## src/rtl/wgt_buf_loader.sv

```systemverilog
// wgt_buf_loader: fills the 256-entry ping-pong weight buffer from a weight stream.
// Define WGT_LOADER_STALL_CNT_EN to add the stall_cnt output.
module wgt_buf_loader #(
    parameter int         DATA_WID = 16,
    parameter logic [7:0] MID_ADDR = 8'h80
) (
    input  logic                clock,
    input  logic                rst_n,
    input  logic                load_start,
    input  logic [6:0]          chn_num,
    input  logic [3:0]          kernel_size,
    input  logic                s_valid,
    input  logic [DATA_WID-1:0] s_data,
    output logic                s_ready,
    input  logic                half_release,
    input  logic                release_sel,
    output logic                wgt_wr_en,
    output logic [7:0]          wgt_wr_addr,
    output logic [DATA_WID-1:0] wgt_wr_data,
    output logic [1:0]          half_full,
    output logic                load_done,
    output logic                load_half,
    output logic                busy,
    output logic                cfg_err
`ifdef WGT_LOADER_STALL_CNT_EN
    ,
    output logic [15:0]         stall_cnt
`endif
);
    typedef enum logic [2:0] {IDLE, CHECK, WAIT_FREE, LOAD, DONE} state_t;
    state_t      state;
    logic        wr_ptr, tgt;
    logic [6:0]  chn_r;
    logic [3:0]  ks_r;
    logic [7:0]  addr;
    logic [13:0] wcnt;
    logic [6:0]  ksq;
    logic [13:0] total;
    logic        cfg_bad, hs;
    logic [1:0]  hf_next;
    logic [7:0]  base;

    assign ksq     = 7'(ks_r) * 7'(ks_r);
    assign total   = (14'(chn_r) + 14'd1) * 14'(ksq);
    assign cfg_bad = !ks_r[0] || ks_r > 4'd11 || total > 14'd128;
    assign s_ready = state == LOAD;
    assign hs      = s_valid && s_ready;
    assign busy    = state != IDLE;
    assign base    = tgt ? MID_ADDR : 8'h00;

    // Release first, then the DONE set, so a same-half collision keeps the half full.
    always_comb begin
        hf_next = half_full;
        if (half_release) hf_next[release_sel] = 1'b0;
        if (state == DONE) hf_next[tgt] = 1'b1;
    end

    always_ff @(posedge clock or negedge rst_n) begin
        if (!rst_n) begin
            state       <= IDLE;
            wr_ptr      <= 1'b0;
            tgt         <= 1'b0;
            chn_r       <= '0;
            ks_r        <= '0;
            addr        <= '0;
            wcnt        <= '0;
            half_full   <= 2'b00;
            load_half   <= 1'b0;
            load_done   <= 1'b0;
            cfg_err     <= 1'b0;
            wgt_wr_en   <= 1'b0;
            wgt_wr_addr <= '0;
            wgt_wr_data <= '0;
        end else begin
            wgt_wr_en <= hs;
            load_done <= 1'b0;
            cfg_err   <= 1'b0;
            half_full <= hf_next;
            if (hs) begin
                wgt_wr_addr <= addr;
                wgt_wr_data <= s_data;
                addr        <= addr + 8'd1;
                wcnt        <= wcnt + 14'd1;
            end
            case (state)
                IDLE: if (load_start) begin
                    chn_r <= chn_num;
                    ks_r  <= kernel_size;
                    tgt   <= wr_ptr;
                    state <= CHECK;
                end
                CHECK: begin
                    if (cfg_bad) begin
                        cfg_err <= 1'b1;
                        state   <= IDLE;
                    end else if (half_full[tgt]) begin
                        state <= WAIT_FREE;
                    end else begin
                        addr  <= base;
                        wcnt  <= '0;
                        state <= LOAD;
                    end
                end
                WAIT_FREE: if (!half_full[tgt]) begin
                    addr  <= base;
                    wcnt  <= '0;
                    state <= LOAD;
                end
                LOAD: if (hs && wcnt == total - 14'd1) state <= DONE;
                DONE: begin
                    load_done <= 1'b1;
                    load_half <= tgt;
                    wr_ptr    <= ~wr_ptr;
                    state     <= IDLE;
                end
                default: state <= IDLE;
            endcase
        end
    end

`ifdef WGT_LOADER_STALL_CNT_EN
    always_ff @(posedge clock or negedge rst_n) begin
        if (!rst_n)
            stall_cnt <= '0;
        else if (state == IDLE && load_start)
            stall_cnt <= '0;
        else if (((state == LOAD && !s_valid) || state == WAIT_FREE) && stall_cnt != 16'hFFFF)
            stall_cnt <= stall_cnt + 16'd1;
    end
`endif
endmodule

```

## config.mk

```make
export PLATFORM = sky130hd
export DESIGN_NAME = wgt_buf_loader
export DESIGN_NICKNAME = d
export VERILOG_FILES = /design/src/rtl/wgt_buf_loader.sv
export SDC_FILE = /design/constraint.sdc
export NUM_CORES = 1
export LEC_CHECK = 0
export ABC_CLOCK_PERIOD_IN_PS = 16500
export BUFFER_PORTS_ARGS = -buffer_cell sky130_fd_sc_hd__buf_2
export CAP_MARGIN = 0
export CELL_PAD_IN_SITES_DETAIL_PLACEMENT = 1
export CELL_PAD_IN_SITES_GLOBAL_PLACEMENT = 1
export CORE_MARGIN = 5
export CORE_UTILIZATION = 35
export CTS_BUF_LIST = sky130_fd_sc_hd__clkbuf_4 sky130_fd_sc_hd__clkbuf_8
export DETAILED_ROUTE_END_ITERATION = 6
export MAX_ROUTING_LAYER = met4
export PLACE_DENSITY = 0.76
export SYNTH_ARGS = -nofsm -noshare
export SYNTH_HDL_FRONTEND = slang
export SYNTH_SLANG_ARGS = --single-unit
```

## constraint.sdc

```tcl
create_clock -name clock -period 16.5 [get_ports clock]
set_input_delay 3.3 -clock clock [delete_from_list [all_inputs] [get_ports clock]]
set_output_delay 3.3 -clock clock [all_outputs]
set_load 0.005 [all_outputs]
```

======== Yosys cells after proc, flatten, opt, wreduce, memory -nomap -nowiden ========
Index checks and enable logic that the tools add are counted.
word-level totals
  flip-flop bits (word level) ............. 68
  logic and storage cells ................. 75
  input port bits ......................... 33
  output and inout bits ................... 32
operators by class
  reduce and logical (&&, ||, !) cells .... 11
  mux-type cells .......................... 26
  add/sub/neg operators ................... 4
  magnitude comparators ................... 6
  multipliers ............................. 2
  equality and inequality tests ........... 8
  bitwise operators ....................... 4
operators by type and width
  cell                                                                   number
  14-bit 2-to-1 mux                                                      3
  8-bit 2-to-1 mux                                                       4
  14-bit one-hot mux with 2 select lines                                 1
  8-bit one-hot mux with 2 select lines                                  1
  14-bit by 1-bit adder with 14-bit output, second input constant        1
  14-bit equality test                                                   1
  14-bit by 8-bit > comparator with 1-bit output, second input constant  1
  8-bit by 7-bit multiplier with 14-bit output                           1
  14-bit by 1-bit subtractor with 14-bit output, second input constant   1
  3-bit one-hot mux with 4 select lines                                  1
  3-bit 2-to-1 mux                                                       3
  7-bit by 1-bit adder with 8-bit output, second input constant          1
  8-bit by 1-bit adder with 8-bit output, second input constant          1
  1-bit 2-to-1 mux                                                       8
  4-bit by 4-bit multiplier with 7-bit output                            1
  3-bit by 2-bit equality test with 1-bit output, second input constant  2
  2-bit 2-to-1 mux                                                       3
  4-bit > comparator, second input constant                              1
  1-bit logical AND                                                      4
  1-bit by 2-bit < comparator with 1-bit output, second input constant   2
  2-bit inequality test, second input constant                           2
  3-bit by 1-bit equality test with 1-bit output, second input constant  1
  3-bit equality test, second input constant                             1
  3-bit logical NOT                                                      1
  12 further kinds                                                       15

======== Longest topological paths before layout ========
  word-level depth ........................ 9
  mapped depth ............................ 29
  gate-level depth less buffers ........... 26

======== Worst setup path after synthesis ========
OpenSTA, ideal clock, no wires.
  kind .................................... reg-to-reg
  from .................................... register ks_r[0]
  to ...................................... register state[0]
  stages on the path, launching flop included .. 26
  required time ........................... 16.376 ns
  data arrival time ....................... 6.685 ns
  setup time .............................. 0.124 ns
  path buffers ............................ 2
  period minus slack after synthesis ...... 6.809 ns
  setup slack ............................. 9.691 ns
  cell sequence ........................... dfrtp_1 clkbuf_1 clkbuf_1 nand3_1 fa_1 nand2b_1 a21oi_2 xor2_1 nand2b_1 fa_1 fa_1 inv_1 fa_1 inv_1 fa_1 inv_1 ha_1 o211ai_1 a21o_1 a21oi_1 o211a_1 or2_2 o2111a_2 a311o_1 a211o_1 a211o_1
between the ends
  word-level cells in the longest chain between the ends .. 7
RTL lines
  what                                                        RTL line  text
  from (decl)                                                 34        logic [3:0] ks_r;
  from (signal assigned)                                      88        ks_r <= kernel_size;
  4-bit by 4-bit multiplier with 7-bit output                 43        assign ksq = 7'(ks_r) * 7'(ks_r);
  8-bit by 7-bit multiplier with 14-bit output                44        assign total = (14'(chn_r) + 14'd1) * 14'(ksq);
  14-bit by 1-bit subtractor with 14-bit output               109       LOAD: if (hs && wcnt == total - 14'd1) state <= DONE;
  14-bit equality test                                        109
  1-bit logical AND                                           109
  2-bit by 1-bit inequality test with 1-bit output (no line)  --
  3-bit AND reduction (no line)                               --
  to (signal assigned)                                        107       state <= LOAD;
  to (signal assigned)                                        109
  to (signal assigned)                                        114       state <= IDLE;
  to (decl)                                                   31        state_t state;
Parallel ways exist; a longest one is shown, timed or not.
A chain may end at the register's enable or synchronous reset.

======== Final worst setup path ========
Same ends and word-level chain as after synthesis.

==> results by group <==
Yosys
  – Sequential share of the synthesized area: 31.8%
  – Cell count after synthesis: 601
  – #FFs+latches synth: 68
  – Synth Cell Area: 5360 um2
  – Main flop type after synthesis: dfrtp_1
  – FFs w/ async S/R, synth: 100%
  – Post-synth EDFFs: 0
  – Library cells used by synthesis: 70
  – Area share of the leading cell type in the synthesized netlist: 31.8%
  – Dominant cell type by area after synthesis: dfrtp_1
  – Synth Net Count: 698
  – Synth top area cells: dfrtp_1, ha_1, fa_1, nand2_1, nor2_1
  – Mean Syn Cell Area: 8.91 um2
  – Synth warn: 0

Timing
  – Hold WS: 0.470 ns
  – Slew @ Worst Pin: 1.13 ns
  – Final setup fails: 0
  – Final Max Tran Viols: 0
  – Fin crit period: 7.37 ns
  – Fin. Hold Viols: 0
  – F_max: 136 MHz
  – RSZ-0062 raised after global routing: no
  – Clock skew after layout: 0.0139 ns
  – Rel. slew slack: 24.6%
  – Setup TNS: 0 ns
  – Part of the cycle the worst path needs: 44.6%

Worst setup path
  – Req. time, crit path: 16.73 ns
  – Crit path cell chain: nand3_1, inv_1, ha_1, a31o_2, a21oi_1, xor2_1, or2_2, fa_1, fa_1, inv_1, fa_1, inv_1, fa_1, inv_1, ha_1, o211ai_1, a21o_1, a311oi_1, a221oi_2, o2111a_1, o22ai_2, a311o_1, a211o_1, a211o_1
  – Crit end category: flop
  – Critical path peak fanout: 19
  – Worst path max stage delay: 0.68 ns
  – CP Class: reg -> reg
  – CP arrival: 7.59 ns
  – Crit path launch type: flop
  – Cell family with most CP delay: compound AO/OA/AOI/OAI gates
  – Buffers plus inverters on the worst setup path: 4
  – Crit-path slowest cell: dfrtp_1

Routing
  – WL final: 13,500 um
  – Post-route ant nets: 0
  – Vias: 4,368
  – Vias/cell: 5.13
  – Residual DRC: 0
  – WL/cell: 15.8 um
  – Initial DRC Count: 129
  – DRT Pass-1 Iters: 4

Finish
  – Nets: 756
  – Final Non-Filler Cells: 851
  – Share of cells above drive strength 1: 18.6%
  – Commonest non-fill, non-tap cells in the layout: nand2_1, nor2_1, dfrtp_1
  – Finished layout cell area: 6030 um2
  – ANT cells: 0
  – Area Overhead vs Synth: 12.6%
  – Most common cell after layout, fill and taps aside: nand2_1

Clocking
  – Post-CTS setup buffers: 0
  – TritonCTS Buffers: 9
  – PostCTS Resize Cnt: 0
  – Clock-pin slew on the worst setup and hold paths: 0.08 ns
  – Hold Buf Count CTS: 0
  – CTS tree: built
  – Clock Tree Buf Depth: 2
  – CTS root buf: clkbuf_8
  – H-tree levels: 3
  – Num Clock Sinks: 68
  – Worst skew pair latency: 0.35 ns

Die
  – Die extent in x: 134 um
  – I/O Pins: 65
  – DIE AREA: 17,900 um2
  – Starting Density: 35.5%
  – Die height: 134 um
  – CORE AREA: 15,100 um2
  – Num rows: 45

Placement
  – Placer congestion estimate: 0.881
  – Placed cells: 836
  – Post-DP HPWL: 10,600 um
  – Post-DP Area: 5840 um2
  – IO buf count: 64

Run
  – Max Cap Viol: 0

Power and ir drop
  – Leakage power: 3.06 nW
  – Clock power frac: 10.2%
  – Switch Pwr: 0.681 mW
  – VDD IR max: 71.9 uV
  – Switch share: 50.4%
  – PwrDens: 224 nW/um2
  – Gate power share: 69.3%
  – Internal: 0.669 mW
  – Flop pwr share: 20.5%

Global route
  – Vias in the first global route: 4,903
  – Initial antenna violation count: 0
  – First-pass GRT wire length: 23,600 um
  – Total GRT Usage: 16.5%
  – Grt total ovfl: 0
  – Largest net degree at the start of global routing: 69

Worst hold path
  – Hold WC Path Type: reg -> reg

Status
  – Outcome: finished, final reports clean
[logic make-up (layout without fill, tap and decap cells)]
kind of cell             Yosys count  in the layout  synth area share [%]
AO/OA/AOI/OAI                     65             65                  8.69
XOR/XNOR                          60             60                  10.7
adder cells (fa/ha/maj)           64             64                  18.0
buffers and inverters             70            132                  5.39
flip-flops                        68             68                  31.8
multiplexers                      13             13                  2.73
AND/OR/NAND/NOR                  261            261                  22.7
[area by class of cell]
class                      instances  area [um2]
tap                              188         235
sequential                        68        1700
multi-input combinational        463        3370
timing repair buffer              68         350
clock inverter                     4        50.0
fill                            1806        9060
inverter                          49         184
clock buffer                      11         145
[worst register-to-register path: stages (launching register included)]
cell and delay [ns]:
dfrtp_1 0.68, nand3_1 0.23, inv_1 0.11, ha_1 0.23, a31o_2 0.25, a21oi_1 0.17
xor2_1 0.48, or2_2 0.22, fa_1 0.45, fa_1 0.55, inv_1 0.06, fa_1 0.54
inv_1 0.06, fa_1 0.52, inv_1 0.04, ha_1 0.35, o211ai_1 0.23, a21o_1 0.19
a311oi_1 0.13, a221oi_2 0.45, o2111a_1 0.32, o22ai_2 0.09, a311o_1 0.34, a211o_1 0.27
a211o_1 0.29
[cell usage after synthesis (all sizes together) (7+ instances only)]
cell,number
nand2,101
nor2,75
dfrtp,68
inv,48
ha,42
xor2,30
xnor2,28
fa,22
a21oi,18
o21ai,15
clkbuf,14
nand3,14
and3,13
mux2,13
nand4,12
nand2b,10
buf,7
nor2b,7
or2,7
[power by group through the flow]
stage | combinational (mW) | sequential [mW] | clock (mW)
after floorplan | 0.712 | 0.260 | 0
after global placement | 0.885 | 0.276 | 0
after detailed placement | 0.932 | 0.279 | 0
after CTS | 0.948 | 0.277 | 0.142
after global routing | 1.06 | 0.287 | 0.148
final | 0.935 | 0.277 | 0.138
[flip-flops by register name, indices dropped and copies added (netlist names)]
name	count
load_done	1
addr	8
wcnt	14
chn_r	7
tgt	1
state	3
wgt_wr_data	16
wr_ptr	1
wgt_wr_en	1
wgt_wr_addr	8
load_half	1
cfg_err	1
ks_r	4
half_full	2
[stage by stage]
stage / util [%] / total power [mW] / setup slack, ns
finish: 40.0 / 1.35 / 9.13
CTS: 40.0 / 1.37 / 9.12
global route: 40.0 / 1.50 / 8.56
global placement: 38.7 / 1.16 / 9.42
floorplan: - / 0.972 / 9.69
detailed placement: 38.7 / 1.21 / 9.18
[path summary, 6_finish.rpt]
path,end,cells after the start,from,slack [ns]
hold / removal,wgt_wr_data[4]$_DFFE_PN0P_,2,wgt_wr_data[4]$_DFFE_PN0P_,0.47
min in group asynchronous,wgt_wr_addr[1]$_DFFE_PN0P_,2,rst_n,3.15
setup / recovery,state[0]$_DFFE_PN0P_,24,ks_r[0]$_DFFE_PN0P_,9.13
max in group asynchronous,load_half$_DFFE_PN0P_,2,rst_n,12.80
setup reg to reg,state[0]$_DFFE_PN0P_,24,ks_r[0]$_DFFE_PN0P_,9.13
hold reg to reg,wgt_wr_data[4]$_DFFE_PN0P_,2,wgt_wr_data[4]$_DFFE_PN0P_,0.47
[layer usage]
layer,vias to the layer above,part of all wire (%),GRT usage [%],wire length (um)
met4,0,2.4,5.49,323
met3,25,4.1,3.17,557
met5,-,0,-,0
li1,2102,-,-,-
met2,95,49,27.8,6570
met1,2146,45,19.9,6010
Power figures use the tool's default switching activity.
